===== src/rtl/alu_pkg.sv =====
// Shared constants for the ALU operation scheduler: opcodes, FSM encoding
// and the default datapath width.
package alu_pkg;

  localparam int DATA_W_DEF = 16;

  localparam logic [3:0] OP_ADD  = 4'd0;
  localparam logic [3:0] OP_SUB  = 4'd1;
  localparam logic [3:0] OP_MUL  = 4'd2;
  localparam logic [3:0] OP_DIV  = 4'd3;
  localparam logic [3:0] OP_SHL1 = 4'd4;
  localparam logic [3:0] OP_SHR1 = 4'd5;
  localparam logic [3:0] OP_SHL2 = 4'd6;
  localparam logic [3:0] OP_SHR2 = 4'd7;
  localparam logic [3:0] OP_AND  = 4'd8;
  localparam logic [3:0] OP_OR   = 4'd9;
  localparam logic [3:0] OP_XOR  = 4'd10;

  typedef enum logic [1:0] {
    ST_IDLE = 2'd0,
    ST_EXEC = 2'd1,
    ST_DIV  = 2'd2,
    ST_RESP = 2'd3
  } state_e;

endpackage


===== src/rtl/seq_divider.sv =====
// Unsigned restoring divider, one quotient bit per clock.
// A start pulse loads the operands; done pulses for one cycle once the
// final quotient/remainder are sitting in the output registers.
module seq_divider
  import alu_pkg::*;
#(
  parameter int DATA_W    = DATA_W_DEF,
  parameter int DIV_STEPS = DATA_W
) (
  input  logic              clk,
  input  logic              rst_n,
  input  logic              start,
  input  logic [DATA_W-1:0] dividend,
  input  logic [DATA_W-1:0] divisor,
  output logic              busy,
  output logic              done,
  output logic [DATA_W-1:0] quotient,
  output logic [DATA_W-1:0] remainder
);

  localparam int CNT_W = $clog2(DIV_STEPS + 1);

  logic [DATA_W-1:0] rem_q, rem_d;
  logic [DATA_W-1:0] quo_q, quo_d;
  logic [DATA_W-1:0] dvs_q, dvs_d;
  logic [CNT_W-1:0]  cnt_q, cnt_d;
  logic              busy_q, busy_d;
  logic              done_q, done_d;

  logic [DATA_W:0]   trial;
  logic [DATA_W-1:0] diff;
  logic              fits;

  // One restoring step: shift the next dividend bit into the partial
  // remainder, subtract the divisor when it fits.
  always_comb begin
    trial  = {rem_q, quo_q[DATA_W-1]};
    fits   = (trial >= {1'b0, dvs_q});
    diff   = trial[DATA_W-1:0] - dvs_q;
    rem_d  = rem_q;
    quo_d  = quo_q;
    dvs_d  = dvs_q;
    cnt_d  = cnt_q;
    busy_d = busy_q;
    done_d = 1'b0;
    if (start) begin
      rem_d  = '0;
      quo_d  = dividend;
      dvs_d  = divisor;
      cnt_d  = CNT_W'(DIV_STEPS);
      busy_d = 1'b1;
    end else if (busy_q) begin
      rem_d = fits ? diff : trial[DATA_W-1:0];
      quo_d = {quo_q[DATA_W-2:0], fits};
      cnt_d = cnt_q - CNT_W'(1);
      if (cnt_q == CNT_W'(1)) begin
        busy_d = 1'b0;
        done_d = 1'b1;
      end
    end
  end

  // Divider state registers; reset drops any partial divide.
  always_ff @(posedge clk) begin
    if (!rst_n) begin
      rem_q  <= '0;
      quo_q  <= '0;
      dvs_q  <= '0;
      cnt_q  <= '0;
      busy_q <= 1'b0;
      done_q <= 1'b0;
    end else begin
      rem_q  <= rem_d;
      quo_q  <= quo_d;
      dvs_q  <= dvs_d;
      cnt_q  <= cnt_d;
      busy_q <= busy_d;
      done_q <= done_d;
    end
  end

  assign busy      = busy_q;
  assign done      = done_q;
  assign quotient  = quo_q;
  assign remainder = rem_q;

endmodule


===== src/rtl/alu_op_scheduler.sv =====
// Two-requester ALU front end: round-robin grant, one operation in flight,
// registered response held until the consumer takes it.
module alu_op_scheduler
  import alu_pkg::*;
#(
  parameter int DATA_W    = DATA_W_DEF,
  parameter int DIV_STEPS = DATA_W
) (
  input  logic              clk,
  input  logic              rst_n,
  input  logic              req0_valid,
  output logic              req0_ready,
  input  logic [3:0]        req0_op,
  input  logic [DATA_W-1:0] req0_operand1,
  input  logic [DATA_W-1:0] req0_operand2,
  input  logic              req1_valid,
  output logic              req1_ready,
  input  logic [3:0]        req1_op,
  input  logic [DATA_W-1:0] req1_operand1,
  input  logic [DATA_W-1:0] req1_operand2,
  output logic              rsp_valid,
  input  logic              rsp_ready,
  output logic              rsp_id,
  output logic [DATA_W-1:0] rsp_result,
  output logic [DATA_W-1:0] rsp_rest_result,
  output logic              rsp_zero,
  output logic              rsp_err
);

  // Requesters packed so the grant index selects the payload directly.
  logic [1:0]             rq_vld;
  logic [1:0][3:0]        rq_op;
  logic [1:0][DATA_W-1:0] rq_a, rq_b;

  assign rq_vld = {req1_valid, req0_valid};
  assign rq_op  = {req1_op, req0_op};
  assign rq_a   = {req1_operand1, req0_operand1};
  assign rq_b   = {req1_operand2, req0_operand2};

  state_e state_q, state_d;
  logic   prio_q;

  logic [3:0]        op_q;
  logic [DATA_W-1:0] a_q, b_q;
  logic              id_q;

  logic [DATA_W-1:0] stg_res_q, stg_rest_q;
  logic              stg_err_q;

  logic              rsp_valid_q, rsp_id_q, rsp_zero_q, rsp_err_q;
  logic [DATA_W-1:0] rsp_result_q, rsp_rest_q;

  logic              any_v, gnt_id, idle, hs, div_go, div_start;
  logic [3:0]        sel_op;
  logic [DATA_W-1:0] sel_a, sel_b;

  logic              div_busy, div_done;
  logic [DATA_W-1:0] div_quo, div_rem;

  logic [DATA_W-1:0] alu_res, alu_rest;
  logic              alu_err;

  // Round-robin: on contention the priority holder wins, otherwise the
  // lone valid requester wins. Ready is only offered from IDLE.
  assign any_v      = |rq_vld;
  assign gnt_id     = (&rq_vld) ? prio_q : rq_vld[1];
  assign idle       = (state_q == ST_IDLE);
  assign hs         = rst_n & idle & any_v;
  assign req0_ready = hs & ~gnt_id;
  assign req1_ready = hs & gnt_id;

  assign sel_op    = rq_op[gnt_id];
  assign sel_a     = rq_a[gnt_id];
  assign sel_b     = rq_b[gnt_id];
  // Divide by zero takes the short EXEC path; only real divides iterate.
  assign div_go    = (sel_op == OP_DIV) && (sel_b != '0);
  assign div_start = hs & div_go & ~div_busy;

  seq_divider #(
    .DATA_W    (DATA_W),
    .DIV_STEPS (DIV_STEPS)
  ) u_div (
    .clk       (clk),
    .rst_n     (rst_n),
    .start     (div_start),
    .dividend  (sel_a),
    .divisor   (sel_b),
    .busy      (div_busy),
    .done      (div_done),
    .quotient  (div_quo),
    .remainder (div_rem)
  );

  // Single-cycle ops on the captured operands.
  always_comb begin
    alu_res  = '0;
    alu_rest = '0;
    alu_err  = 1'b0;
    case (op_q)
      OP_ADD:  alu_res = a_q + b_q;
      OP_SUB:  alu_res = a_q - b_q;
      OP_MUL:  alu_res = a_q * b_q;
      OP_DIV: begin
        alu_res  = '1;
        alu_rest = a_q;
        alu_err  = 1'b1;
      end
      OP_SHL1: alu_res = {a_q[DATA_W-2:0], 1'b0};
      OP_SHR1: alu_res = {1'b0, a_q[DATA_W-1:1]};
      OP_SHL2: alu_res = {b_q[DATA_W-2:0], 1'b0};
      OP_SHR2: alu_res = {1'b0, b_q[DATA_W-1:1]};
      OP_AND:  alu_res = a_q & b_q;
      OP_OR:   alu_res = a_q | b_q;
      OP_XOR:  alu_res = a_q ^ b_q;
      default: alu_err = 1'b1;
    endcase
  end

  // Next-state logic.
  always_comb begin
    state_d = state_q;
    case (state_q)
      ST_IDLE: if (hs) state_d = div_go ? ST_DIV : ST_EXEC;
      ST_EXEC: state_d = ST_RESP;
      ST_DIV:  if (div_done) state_d = ST_RESP;
      ST_RESP: if (rsp_valid_q && rsp_ready) state_d = ST_IDLE;
      default: state_d = ST_IDLE;
    endcase
  end

  // FSM state register.
  always_ff @(posedge clk) begin
    if (!rst_n) state_q <= ST_IDLE;
    else        state_q <= state_d;
  end

  // Capture on handshake, stage the result, then publish it one cycle
  // after entering RESP and hold it until consumed.
  always_ff @(posedge clk) begin
    if (!rst_n) begin
      prio_q       <= 1'b0;
      op_q         <= '0;
      a_q          <= '0;
      b_q          <= '0;
      id_q         <= 1'b0;
      stg_res_q    <= '0;
      stg_rest_q   <= '0;
      stg_err_q    <= 1'b0;
      rsp_valid_q  <= 1'b0;
      rsp_id_q     <= 1'b0;
      rsp_result_q <= '0;
      rsp_rest_q   <= '0;
      rsp_zero_q   <= 1'b0;
      rsp_err_q    <= 1'b0;
    end else begin
      if (hs) begin
        op_q   <= sel_op;
        a_q    <= sel_a;
        b_q    <= sel_b;
        id_q   <= gnt_id;
        prio_q <= ~gnt_id;
      end
      case (state_q)
        ST_EXEC: begin
          stg_res_q  <= alu_res;
          stg_rest_q <= alu_rest;
          stg_err_q  <= alu_err;
        end
        ST_DIV: if (div_done) begin
          stg_res_q  <= div_quo;
          stg_rest_q <= div_rem;
          stg_err_q  <= 1'b0;
        end
        ST_RESP: begin
          if (!rsp_valid_q) begin
            rsp_valid_q  <= 1'b1;
            rsp_id_q     <= id_q;
            rsp_result_q <= stg_res_q;
            rsp_rest_q   <= stg_rest_q;
            rsp_zero_q   <= (stg_res_q == '0);
            rsp_err_q    <= stg_err_q;
          end else if (rsp_ready) begin
            rsp_valid_q <= 1'b0;
          end
        end
        default: ;
      endcase
    end
  end

  assign rsp_valid       = rsp_valid_q;
  assign rsp_id          = rsp_id_q;
  assign rsp_result      = rsp_result_q;
  assign rsp_rest_result = rsp_rest_q;
  assign rsp_zero        = rsp_zero_q;
  assign rsp_err         = rsp_err_q;

endmodule

===== config.mk =====
export PLATFORM = sky130hd
export DESIGN_NAME = alu_op_scheduler
export DESIGN_NICKNAME = d
export VERILOG_FILES = /design/src/rtl/alu_pkg.sv /design/src/rtl/seq_divider.sv /design/src/rtl/alu_op_scheduler.sv
export SDC_FILE = /design/constraint.sdc
export NUM_CORES = 1
export LEC_CHECK = 0
export CAP_MARGIN = 20
export CORE_ASPECT_RATIO = 1.25
export CORE_MARGIN = 2
export CORE_UTILIZATION = 40
export CTS_CLUSTER_DIAMETER = 60
export DETAILED_ROUTE_END_ITERATION = 7
export GPL_ROUTABILITY_DRIVEN = 1
export HOLD_SLACK_MARGIN = 0.06
export MAX_ROUTING_LAYER = met4
export PLACE_DENSITY = 0.6
export REMOVE_ABC_BUFFERS = 1
export SLEW_MARGIN = 20
export SYNTH_ARGS = -nofsm -noshare
export SYNTH_HDL_FRONTEND = slang
export SYNTH_SLANG_ARGS = --single-unit

===== constraint.sdc =====
create_clock -name clk -period 11.04 [get_ports clk]
set_input_delay 2.208 -clock clk [delete_from_list [all_inputs] [get_ports clk]]
set_output_delay 2.208 -clock clk [all_outputs]
set_load 0.02 [all_outputs]

==> flow_summary.ini <==
[status]
status = finished clean

[floorplanning]
die_area_sq_mm = 0.0366
start_util = 0.407
dieWidth_um = 172
io_pins = 115
core_sq_mm = 0.0345
die_h_um = 213
rows = 76

[critical_path]
path_cells = clkinv_1 > nor2_1 > fa_1 > inv_1 > fa_1 > fa_1 > fa_1 > inv_1 > fa_1 > inv_1 > fa_1 > inv_1 > ha_1 > a21oi_1 > inv_1 > o41ai_1 > o21ai_1 > xnor2_1 > a221oi_1 > a211oi_1
critPathLaunch = b_q[6]
crit_arrival_ns = 6.93
cp_max_fo = 11
cp_slowest_cell = o41ai_1
worst_path_most_repeated_cell = fa_1
cp_data_required_time_ns = 11.35
timing.rr.start = b_q[6]
worst_setup_path_start_kind = flop
path_delay_family = adder cells
path_buf_inv = 6
cp-end-kind = flop
crit_path_max_incr_delay_ns = 0.69
crit_type = reg -> reg

[min_path]
hold_start = rsp_result[8]
min_path_type = reg -> reg

[run]
max_cap_viol_count = 0

[logic_synthesis]
yosysTopAreaCell = dfxtp_1
yosys-top-cells-area = dfxtp_1 23%, fa_1 12%, ha_1 11%, nand2_1 6.0%, o21ai_0 4.9%
postSynthRegisterBits = 164
yosysSeqAreaShare = 0.234
ys.flop_type = dfxtp_1
ys_warn_count = 0
synthArstFlopShare = 0
syn-cell-area_sq_mm = 0.0140
synth.distinct_cells = 76
netlist_instances = 1764
synth-edff-count = 0
yosysTopAreaCellShare = 0.234
syn_area_per_cell_sq_um = 7.96

[routing]
drt_iter0_markers = 998
maxUsedRoutingLayer = met4
wl_met2_mm = 23.2
wl_per_cell_um = 20.7
via_per_inst = 5.61
drc = 0
vias = 12883
routed_wl_mm = 47.7
wl_met3_mm = 2.38
wirelength_met1_mm = 19.1
firstDrtPassIters = 6
ant_nets = 0

[clock_network]
clockBufferDepth = 2
clk_latency_ns = 0.44
cts.sinks = 164
post_cts_buffers = 0
cts_buffers = 17
hold_buffers = 0
h-tree-depth = 4
cts_resized = 0
cts-root-buf = clkbuf_16
cts_tree = done
path_clk_slew_ns = 0.07

[timing]
period_share = 0.600
finalSetupTns_ns = 0
fin_ws_ns = 4.42
clock-skew-final_ns = 0.0148
hold_violations = 0
period_needed_ns = 6.62
rsz0062_at_grt = false
slew_viol_final = 0
hold_ws_ns = 0.453
timing.fmax_mhz = 151
slew_headroom = 0.346
setup_violations = 0
worst_pin_slew_ns = 0.981

[final_layout]
synthToLayoutAreaGrowth_pct = 14.6
regArea_sq_mm = 0.00328
nets = 2096
num_antenna_cells = 0
multiInputGateArea_sq_mm = 0.00955
drive_gt1_frac = 0.0700
final_area_sq_mm = 0.0161
num-fill-cells = 3455

[placed_design]
portBuffers = 114
placed_area_sq_mm = 0.0155
dp_hpwl_mm = 36.4
place.gp.congestion = 0.924
dpl_worst_slack_ns = 4.40

[global_route]
antenna_found_initial = 0
grt_max_degree = 64
grt.overflow.total = 0
grtUsageTotal = 0.271
grt_pass1_wl_mm = 72.7
grt_pass1_vias = 12544

[pwr]
leakage_nw = 6.45
ir_drop_v = 0.000124
power.density_mw_per_mm2 = 214
synthesized netlist by cell type, types with 3 or more instances:
master / count
o2111ai_1: 8
nand3_1: 42
o31ai_1: 18
a21boi_0: 6
a21oi_1: 129
o21ai_1: 3
nand4_1: 8
nor2_1: 168
o21a_1: 14
clkinv_1: 8
buf_6: 8
nor3_1: 16
nor3b_1: 4
ha_1: 120
fa_1: 82
o21ai_0: 138
a22oi_1: 11
a41oi_1: 5
nand2_1: 224
clkbuf_1: 83
a21o_1: 10
o211ai_1: 5
nand2b_1: 10
buf_2: 8
inv_2: 3
a221oi_1: 17
and2_1: 7
o21ai_2: 11
nor2b_1: 9
or3_1: 8
a222oi_1: 8
a211oi_2: 9
mux2i_1: 36
a31oi_1: 7
buf_1: 3
xor2_1: 13
a21oi_2: 11
nor4_1: 10
inv_1: 178
nand3b_1: 6
a211oi_1: 16
mux2_2: 15
dfxtp_1: 164
o41ai_1: 3
xnor2_1: 61
worst min-delay path, delay by kind of cell, from the launching register on:
kind	cells	cell delay [ns]
AND/OR/NAND/NOR	1	0.05
AO/OA/AOI/OAI	1	0.05
flip-flops	1	0.31
through the flow:
| stage | total power, mW | std cells | utilization |
|---|---|---|---|
| 6_report | 3.44 | 2297 | 0.466 |
| 3_5_place_dp | 2.79 | 2265 | 0.448 |
| 3_3_place_gp | 2.78 | 2265 | 0.448 |
| 4_1_cts | 3.43 | 2296 | 0.465 |
| 5_1_grt | 3.69 | 2297 | 0.466 |
| 2_1_floorplan | 2.10 | 1658 | - |
power by group:
group	leakage (nW)	switching, mW	total [mW]	internal [mW]
clock network	0.293	0.285	0.632	0.347
registers	1.34	0.178	0.869	0.691
logic	4.83	1.21	1.94	0.736
per-layer routing:
layer,global-route usage,vias to the layer above
met5,-,-
met4,0.151,0
met3,0.0314,122
met2,0.452,496
met1,0.317,6176
li1,-,6089
placed cells by master, fill, tap and decap left out, types with 18 or more instances in the layout:
| cell | count |
|---|---|
| fa_1 | 82 |
| nor2_1 | 167 |
| nand2_1 | 224 |
| dfxtp_1 | 163 |
| clkdlybuf4s50_1 | 113 |
| ha_1 | 120 |
| nand3_1 | 42 |
| a21oi_1 | 129 |
| xnor2_1 | 61 |
| mux2i_1 | 36 |
| o21ai_0 | 138 |
| buf_4 | 25 |
| o31ai_1 | 18 |
| inv_1 | 178 |
area by class of cell:
type,count,share of cell area
clock inverters,13,0.0106
flip-flops and latches,164,0.204
repair buffers,140,0.0832
clock buffers,18,0.0273
inverters,189,0.0442
well taps,468,0.0364
multi-input cells,1305,0.594
registers in the layout, indices dropped and copies added, names as in the netlist, 2 cells and up:
signal,cells
stg_res_q,16
rsp_rest_result,16
u_div.remainder,16
stg_rest_q,16
u_div.quotient,16
u_div.dvs_q,16
b_q,16
a_q,16
rsp_result,16
state_q,2
u_div.cnt_q,5
op_q,4
final timing paths:
check        cells after the start             to  slack [ns]
max                             20  stg_res_q[15]        4.42
min                              2  rsp_result[8]        0.45
min reg2reg                      2  rsp_result[8]        0.45
max reg2reg                     20  stg_res_q[15]        4.42
kinds of logic after synthesis:
family,Yosys count,synth area share
xor+xnor,74,0.0462
compound gates,447,0.203
fa+ha+maj,202,0.224
flops,164,0.234
buf+inv,295,0.0869
mux,51,0.0377
simple gates,531,0.168
Power figures use the tool's default switching activity.
